`src/rtl/irq_pending_arbiter.sv`:
```
// Sticky pending capture of 8 request lines with masked highest-index-first grant.
// Latency: event edge t -> pending after t -> out_valid after t+1; one idle bubble per grant.
// Backpressure: offer holds out_idx until out_ready; pending keeps collecting events meanwhile.
module irq_pending_arbiter #(
  parameter int N_REQ     = 8,
  parameter int IDX_W     = 3,
  parameter bit EDGE_MODE = 1'b1
) (
  input  logic             clk,
  input  logic             rst_n,
  input  logic [N_REQ-1:0] req_in,
  input  logic [N_REQ-1:0] mask,
  input  logic             clr_all,
  input  logic             out_ready,
  output logic             out_valid,
  output logic [IDX_W-1:0] out_idx,
  output logic [N_REQ-1:0] pending,
  output logic             lost_evt
);

  typedef enum logic {IDLE, OFFER} state_t;

  state_t           state;
  logic [N_REQ-1:0] req_prev;
  logic [N_REQ-1:0] evt;
  logic [N_REQ-1:0] cand;
  logic [N_REQ-1:0] served;
  logic [N_REQ-1:0] lost_hit;
  logic [IDX_W-1:0] winner;
  logic             hs;

  always_comb begin
    evt    = EDGE_MODE ? (req_in & ~req_prev) : req_in;
    cand   = pending & mask;
    winner = '0;
    // Ascending scan: the last hit is the highest index, which has priority.
    for (int i = 0; i < N_REQ; i++) begin
      if (cand[i]) winner = IDX_W'(i);
    end
    hs     = out_valid & out_ready;
    served = '0;
    if (hs) served[out_idx] = 1'b1;
    // A bit being served on this edge is free to take a new event without loss.
    lost_hit = EDGE_MODE ? (evt & pending & ~served) : '0;
  end

  always_ff @(posedge clk or negedge rst_n) begin
    if (!rst_n) begin
      state     <= IDLE;
      req_prev  <= '0;
      pending   <= '0;
      out_valid <= 1'b0;
      out_idx   <= '0;
      lost_evt  <= 1'b0;
    end else begin
      // Track the lines even while flushing so a held line does not re-fire.
      req_prev <= req_in;
      if (clr_all) begin
        pending   <= '0;
        lost_evt  <= 1'b0;
        out_valid <= 1'b0;
        state     <= IDLE;
      end else begin
        pending <= (pending & ~served) | evt;
        if (|lost_hit) lost_evt <= 1'b1;
        case (state)
          IDLE: begin
            if (|cand) begin
              out_idx   <= winner;
              out_valid <= 1'b1;
              state     <= OFFER;
            end
          end
          OFFER: begin
            if (out_ready) begin
              out_valid <= 1'b0;
              state     <= IDLE;
            end
          end
          default: begin
            out_valid <= 1'b0;
            state     <= IDLE;
          end
        endcase
      end
    end
  end

endmodule

```
`config.mk`:
```
export PLATFORM = sky130hd
export DESIGN_NAME = irq_pending_arbiter
export DESIGN_NICKNAME = d
export VERILOG_FILES = /design/src/rtl/irq_pending_arbiter.sv
export SDC_FILE = /design/constraint.sdc
export NUM_CORES = 1
export LEC_CHECK = 0
export ABC_AREA = 1
export CAP_MARGIN = 20
export CORE_MARGIN = 10
export CORE_UTILIZATION = 45
export CTS_BUF_LIST = sky130_fd_sc_hd__clkbuf_16
export DETAILED_ROUTE_END_ITERATION = 8
export HOLD_SLACK_MARGIN = 0.05
export PLACE_DENSITY_LB_ADDON = 0.05
export REMOVE_ABC_BUFFERS = 1
export SLEW_MARGIN = 25
export SYNTH_ARGS = -nofsm -noshare
export SYNTH_HDL_FRONTEND = slang
export SYNTH_SLANG_ARGS = --single-unit
```
`constraint.sdc`:
```
create_clock -name clk -period 1.4 [get_ports clk]
set_input_delay 0.28 -clock clk [delete_from_list [all_inputs] [get_ports clk]]
set_output_delay 0.28 -clock clk [all_outputs]
set_load 0.03 [all_outputs]
```
==> results.yml, run 1 <==
run_status:
  status: "finished, final reports clean"
yosys:
  synthDominantCellAreaShare: 0.518
  avgSynthCellArea_sq_um: 7.54
  netlist.top_cell.by_area: "dfrtp_1"
  synth_area_leaders: "dfrtp_1, nand2_1, inv_1"
  netlist_area_sq_mm: 0.00106
  ys_warn_count: 0
  synth_edf_count: 0
  synthTopCellsByCount: "nand2_1, dfrtp_1, inv_1, nor2_1, a21oi_1"
  async_reset_ff_frac: 1.00
  yosysUniqueCellTypes: 16
  synthFlopType: "dfrtp_1"
  ys_ff_latch: 22
  yosysMostFrequentCell: "nand2_1"
  syn_inst: 141
  yosysSeqAreaShare: 0.518
timing:
  fin_crit_ps: 1290
  rsz0062_at_grt: "no"
  hold_viol_final: 0
  setup_viol: 0
  slew_viol_final: 0
  max_clock_freq_mhz: 776
  fin_crit_sh: 0.920
  tightest_slew_ps: 311
  finClkSkew_ps: 1.90
  max_slew_margin: 0.794
global_route:
  grtUsageTotal: 0.128
  grt_pass1_vias: 1058
  grt_antenna_before_repair: 0
  grt-ovfl-total: 0
  grt_max_degree: 23
  grt_pass1_wl_mm: 4.63
power:
  power_density_mw_per_mm2: 1190
  power.switching_w: 0.000577
  p_seq_frac: 0.416
  irDropWorstVdd_uv: 901
  sw_frac_of_total: 0.308
  design_power_total_w: 0.00187
  intPower_w: 0.00129
  p_clk_frac: 0.310
  power.leakage_nw: 0.825
  combPwrFrac: 0.274
floorplanning:
  die_h_um: 68.6
  boundaryPins: 33
  die_x_um: 68.6
  rows: 17
  core_area_sq_mm: 0.00223
  initial_core_util: 0.476
  die-area_sq_mm: 0.00471
cells_and_area:
  nNetsFinal: 212
  finalNonFillerCells: 218
  syn_to_final_growth_pct: 48.4
  fill_cells: 198
  diodes: 0
  regArea_sq_um: 551
  multi_input_area_sq_um: 427
  drive_gt1_frac: 0.195
placement:
  placedCellCount: 215
  port_buffers: 32
  dp_hpwl_mm: 2.25
  gp_congestion: 0.872
setup_path:
  startpoint_type: "flop"
  crit_chain: "dlygate4sd2_1"
  cp_slowest_cell: "dlygate4sd2_1"
  startpoint: "lost_evt$_DFFE_PN0P_"
  critPathCaptureType: "output pin"
  crit_type: "reg -> out"
  crit_arrival_ps: 1010
  path_buf_inv: 1
  critical-path-top-delay-family: "buffers and inverters"
  crit_fanout: 2
  required_ps: 1120
  r2r_start: "pending[2]$_DFF_PN0_"
  crit_path_max_incr_delay_ps: 410
cts:
  root_buffer: "clkbuf_16"
  clock_sinks: 22
  cts_buffer_depth: 2
  cts-buffers-inserted: 3
  cts_tree: "built"
  post_cts_buffers: 0
  ctsResizeCount: 6
  clkTransAtPathRegs_ps: 50
  htreeDepth: 1
  cts-hold-fix-buffers: 0
  clk_latency_ps: 250
route:
  first_pass_iters: 4
  vias_per_cell: 4.69
  drt-total-wl_mm: 2.74
  drtAntennaViolNets: 0
  drt_iter0_markers: 32
  drc: 0
  drt-wirelength-per-cell_um: 12.6
  num_vias: 1023
min_path:
  hp-class: "in -> async"
run:
  maxCapViolCount: 0
area by class of cell:
type                       instances  share of cell area
multi-input combinational         96               0.270
timing repair buffer              47               0.259
clock buffer                       3              0.0476
sequential                        22               0.349
tap                               28              0.0222
inverter                          22              0.0523
routing by layer:
layer | global-route usage | share of wire | vias to the layer above
met1 | 0.144 | 0.40 | 464
met2 | 0.225 | 0.53 | 25
met3 | 0.0290 | 0.051 | 4
li1 | - | - | 530
met4 | 0.0578 | 0.020 | 0
met5 | 0 | 0 | -
power by group through the flow:
| stage | combinational, W | clock [W] | sequential, W |
|---|---|---|---|
| detailed placement | 0.000527 | 0 | 0.000789 |
| global placement | 0.000516 | 0 | 0.000782 |
| CTS | 0.000521 | 0.000598 | 0.000778 |
| floorplan | 0.000177 | 0 | 0.000881 |
| finish | 0.000512 | 0.000580 | 0.000778 |
| global route | 0.000564 | 0.000623 | 0.000791 |
final timing paths:
kind / endpoint / slack [ps] / cells after the start
min in group clk: req_prev[7]$_DFF_PN0_ / 490 / 1
max: lost_evt / 110 / 1
max in group asynchronous: req_prev[1]$_DFF_PN0_ / 790 / 2
max reg2reg: out_idx[2]$_DFFE_PN0P_ / 180 / 8
min reg2reg: pending[1]$_DFF_PN0_ / 520 / 3
min: req_prev[5]$_DFF_PN0_ / 380 / 2
layout by cell type (no fill, tap or decap), drive strengths merged, types with 3 or more instances in the layout:
cell type	count
nand2	56
dfrtp	22
buf	22
inv	22
nor2	21
clkdlybuf4s50	19
a21oi	13
dlygate4sd2	6
nand3	3
clkbuf	3
flip-flops by register name, indices dropped and copies added, names as in the netlist:
| name | count |
|---|---|
| out_idx | 3 |
| state | 1 |
| lost_evt | 1 |
| pending | 8 |
| out_valid | 1 |
| req_prev | 8 |
cell families (layout without fill, tap and decap cells):
kind of cell,count (synthesis),count (layout),synth area share
simple gates,80,80,0.319
compound gates,16,16,0.0824
buf+inv,23,72,0.0812
flops,22,22,0.518
worst register-to-register path, delay by kind of cell, from the launching register on:
kind,cells,cell delay (ps)
compound gates,1,70
buf+inv,1,140
flops,1,370
simple gates,6,540
stage by stage:
step,utilization,setup WS [ps],hold slack (ps),TNS [ps],instance area (sq um)
after detailed placement,0.676,-123,509,-343,1510
after global routing,0.706,9.77,415,0,1580
after CTS,0.706,101,395,0,1580
after floorplan,-,175,-15.6,0,1060
final,0.706,111,382,0,1580
after global placement,0.676,-96.6,506,-146,1510
Note: power is estimated with default switching activity, not from simulation.
==> inputs of run 2 (changes only) <==
- CORE_UTILIZATION: 45 -> 49
- clock period: 1.4 -> 1.6 ns (I/O delays scaled with it)
==> run 2 against run 1 <==
- utilization grew 3.3 points
- cell area fell by 5.2%
- power shrank 14%
- largest cell class unchanged
- largest power group unchanged
- highest routed layer unchanged
==> results.yml, run 2 (synthesized netlist as in run 1, its figures left out) <==
route:
  drt-wirelength-per-cell_um: 12.7
  vias_per_cell: 4.85
  num_vias: 994
  first_pass_iters: 4
  drt-total-wl_mm: 2.60
  drc: 0
  drtAntennaViolNets: 0
  drt_iter0_markers: 48
timing:
  rsz0062_at_grt: "no"
  hold_slack_ps: 427
  hold_viol_final: 0
  layout_setup_ws_ps: 181
  fin_crit_sh: 0.887
  fin_tns_setup_ps: 0
  setup_viol: 0
  fin_crit_ps: 1420
  max_clock_freq_mhz: 705
  max_slew_margin: 0.784
  tightest_slew_ps: 324
  slew_viol_final: 0
  finClkSkew_ps: 1.62
cts:
  cts-buffers-inserted: 3
  clock_sinks: 22
  root_buffer: "clkbuf_16"
  cts_buffer_depth: 2
  htreeDepth: 1
  ctsResizeCount: 12
  cts_tree: "built"
  clk_latency_ps: 250
  clkTransAtPathRegs_ps: 60
  cts-hold-fix-buffers: 0
  post_cts_buffers: 0
floorplanning:
  die_h_um: 66.6
  rows: 16
  core_area_sq_mm: 0.00202
  boundaryPins: 33
  die_x_um: 66.6
  initial_core_util: 0.526
  die-area_sq_mm: 0.00443
min_path:
  hp-class: "in -> async"
cells_and_area:
  final_cell_mix: "nand2_1, dfrtp_1, inv_1"
  diodes: 0
  reg.largest.list: "pending (8), req_prev (8), out_idx (3)"
  nNetsFinal: 199
  drive_gt1_frac: 0.0955
  postLayoutCoreUtil: 0.739
  final_common_cell: "nand2_1"
  syn_to_final_growth_pct: 40.6
setup_path:
  crit_fanout: 6
  crit_chain: "dlygate4sd2_1"
  path_buf_inv: 1
  r2r-end: "out_idx[0]$_DFFE_PN0P_"
  r2r_cells: 6
  crit_type: "reg -> out"
  critPathCaptureType: "output pin"
  startpoint_type: "flop"
  r2r_start: "pending[3]$_DFF_PN0_"
  crit_arrival_ps: 1100
  cp_slowest_cell: "dfrtp_1"
  required_ps: 1280
  critical-path-top-delay-family: "flip-flops"
  crit_path_max_incr_delay_ps: 430
  reg2reg_slack_ps: 390
run:
  maxCapViolCount: 0
global_route:
  grt_antenna_before_repair: 0
  grt_pass1_vias: 995
  grt-ovfl-total: 0
  grt_pass1_wl_mm: 4.42
  grtUsageTotal: 0.125
  grt_max_degree: 23
run_status:
  status: "finished, final reports clean"
placement:
  port_buffers: 32
  dp_hpwl_mm: 2.04
  gp_congestion: 0.851
  pre_cts_ws_ps: 12.1
power:
  irDropWorstVdd_uv: 977
  power_density_mw_per_mm2: 1070
  power.leakage_nw: 0.786
## run 2: where the power goes
group	internal (W)	switching [W]
combinational	0.000155	0.000254
sequential	0.000616	0.0000625
clock	0.000333	0.000182
total	0.00110	0.000499
## run 2: cell type report
type	count	area, sq um
Sequential cell	22	551
Fill cell	173	527
Multi-Input combinational cell	96	427
Timing Repair Buffer	34	323
Inverter	22	82.6
Clock buffer	3	75.1
Tap cell	27	33.8
Clock inverter	1	3.75
## run 2: worst max-delay path by stage
stage | start | endpoint | slack, ps | depth (start not counted)
3_3_place_gp | out_ready | lost_evt$_DFFE_PN0P_ | 30 | 8
4_1_cts | lost_evt$_DFFE_PN0P_ | lost_evt | 0.6 | 1
2_1_floorplan | out_valid$_DFFE_PN0P_ | lost_evt$_DFFE_PN0P_ | 370 | 7
3_5_place_dp | out_ready | lost_evt$_DFFE_PN0P_ | 10 | 8
5_1_grt | out_ready | lost_evt$_DFFE_PN0P_ | 120 | 8
6_report | out_idx[1]$_DFFE_PN0P_ | out_idx[1] | 180 | 1
## run 2: layer usage
layer,routed length (um),GRT usage
met5,0,0
met4,17,0.0288
met3,184,0.0485
met2,1290,0.212
met1,1100,0.145
## run 2: stage by stage
stage                     area (sq um)  std cells  power [W]
after global placement            1430        201    0.00112
after floorplan                   1060        140   0.000926
final                             1500        205    0.00160
after CTS                         1490        205    0.00162
after global routing              1500        205    0.00169
after detailed placement          1430        201    0.00113
==> inputs of run 3 (changes only) <==
- GPL_ROUTABILITY_DRIVEN: unset -> 0
==> run 3 against run 2 <==
- worst hold slack lost 9.0 ps
- clock power shrank 1%
- cell area shrank 0.50%
- critical path type unchanged
- critical endpoint unchanged
==> results.yml, run 3 (synthesized netlist as in run 1, its figures left out) <==
floorplanning:
  boundaryPins: 33
  die-area_sq_mm: 0.00443
  core_area_sq_mm: 0.00202
  die_x_um: 66.6
  initial_core_util: 0.526
  rows: 16
  die_h_um: 66.6
min_path:
  hp-class: "in -> async"
placement:
  port_buffers: 32
  dp_hpwl_mm: 1.97
  placed_cell_area_sq_mm: 0.00143
  placedCellCount: 201
cells_and_area:
  fill_cells: 162
  finalNonFillerCells: 204
  regArea_sq_um: 551
  final_cell_mix: "nand2_1, dfrtp_1, inv_1"
  drive_gt1_frac: 0.0960
  syn_to_final_growth_pct: 39.9
  diodes: 0
  nNetsFinal: 199
  final_common_cell: "nand2_1"
  multi_input_area_sq_um: 427
  reg.largest.list: "pending (8), req_prev (8), out_idx (3)"
  final_area_sq_mm: 0.00149
power:
  p_clk_frac: 0.319
  p_seq_frac: 0.428
  irDropWorstVdd_uv: 728
  intPower_w: 0.00110
  power.leakage_nw: 0.773
  combPwrFrac: 0.253
  power_density_mw_per_mm2: 1070
  power.switching_w: 0.000494
  design_power_total_w: 0.00159
  sw_frac_of_total: 0.310
timing:
  hold_slack_ps: 418
  tightest_slew_ps: 309
  fin_crit_sh: 0.901
  rsz0062_at_grt: "no"
  finClkSkew_ps: 1.28
  max_slew_margin: 0.795
  hold_viol_final: 0
  slew_viol_final: 0
  fin_tns_setup_ps: 0
  fin_crit_ps: 1440
  setup_viol: 0
  max_clock_freq_mhz: 694
global_route:
  grt-ovfl-total: 0
  grt_antenna_before_repair: 0
  grt_pass1_vias: 981
  grt_max_degree: 23
  grt_pass1_wl_mm: 4.27
  grtUsageTotal: 0.122
route:
  drc: 0
  met2_length_mm: 1.22
  top_layer_used: "met4"
  drtAntennaViolNets: 0
  drt_iter0_markers: 48
  drt-total-wl_mm: 2.52
  wl_met1_mm: 1.11
  first_pass_iters: 4
  met3_length_um: 153
  drt-wirelength-per-cell_um: 12.4
  vias_per_cell: 4.75
  num_vias: 970
setup_path:
  required_ps: 1280
  crit_fanout: 6
  reg2reg_slack_ps: 460
  critPathCaptureType: "output pin"
  path_buf_inv: 1
  r2r_cells: 6
  crit_chain: "dlygate4sd2_1"
  crit_type: "reg -> out"
  path_depth: 1
  cp_slowest_cell: "dfrtp_1"
  crit_arrival_ps: 1120
  critical-path-top-delay-family: "flip-flops"
  startpoint_type: "flop"
  crit_path_max_incr_delay_ps: 440
cts:
  cts-buffers-inserted: 3
  root_buffer: "clkbuf_16"
  htreeDepth: 1
  cts_tree: "built"
  clk_latency_ps: 250
  clkTransAtPathRegs_ps: 50
  clock_sinks: 22
  cts_buffer_depth: 2
run:
  maxCapViolCount: 0
run_status:
  status: "finished, final reports clean"
[run 3: final timing paths]
kind | endpoint | from
max | out_idx[1] | out_idx[1]$_DFFE_PN0P_
min | req_prev[3]$_DFF_PN0_ | rst_n
max reg2reg | out_idx[0]$_DFFE_PN0P_ | pending[2]$_DFF_PN0_
min reg2reg | pending[5]$_DFF_PN0_ | req_prev[5]$_DFF_PN0_
max in group asynchronous | pending[2]$_DFF_PN0_ | rst_n
min in group clk | pending[5]$_DFF_PN0_ | req_prev[5]$_DFF_PN0_
[run 3: power groups by stage]
stage / logic, W / clock network (W) / registers (W)
after CTS: 0.000410 / 0.000525 / 0.000680
after detailed placement: 0.000437 / 0 / 0.000691
final: 0.000403 / 0.000509 / 0.000682
after global placement: 0.000431 / 0 / 0.000687
after floorplan: 0.000155 / 0 / 0.000771
after global routing: 0.000447 / 0.000540 / 0.000691
[run 3: final cells by class]
cell class | instances | share of cell area
flip-flops and latches | 22 | 0.370
clock buffers | 3 | 0.0505
inverters | 22 | 0.0555
well taps | 27 | 0.0227
multi-input cells | 96 | 0.287
repair buffers | 34 | 0.214
[run 3: through the flow]
step	worst slack, ps	utilization
2_1_floorplan	375	-
3_3_place_gp	51.8	0.707
3_5_place_dp	34.4	0.707
4_1_cts	157	0.736
5_1_grt	114	0.736
6_report	158	0.736
[run 3: metal layers]
metal	vias up	GRT usage
li1	505	-
met2	24	0.199
met3	5	0.0418
met5	-	0
met4	0	0.0550
met1	436	0.139
[run 3: timing repair]
item / CTS / global route
hold buffers: 0 / 0
setup buffers: 0 / 0
setup endpoints to repair: 13 / 0
resized for setup: 13 / 0
[run 3: worst reg2reg max path, cell delays in order (launching register included)]
cell,delay [ps]
dfrtp_1,400
nand2_1,110
nand2_1,80
nor2_1,140
nand2_2,90
a21oi_1,160
a21oi_2,40
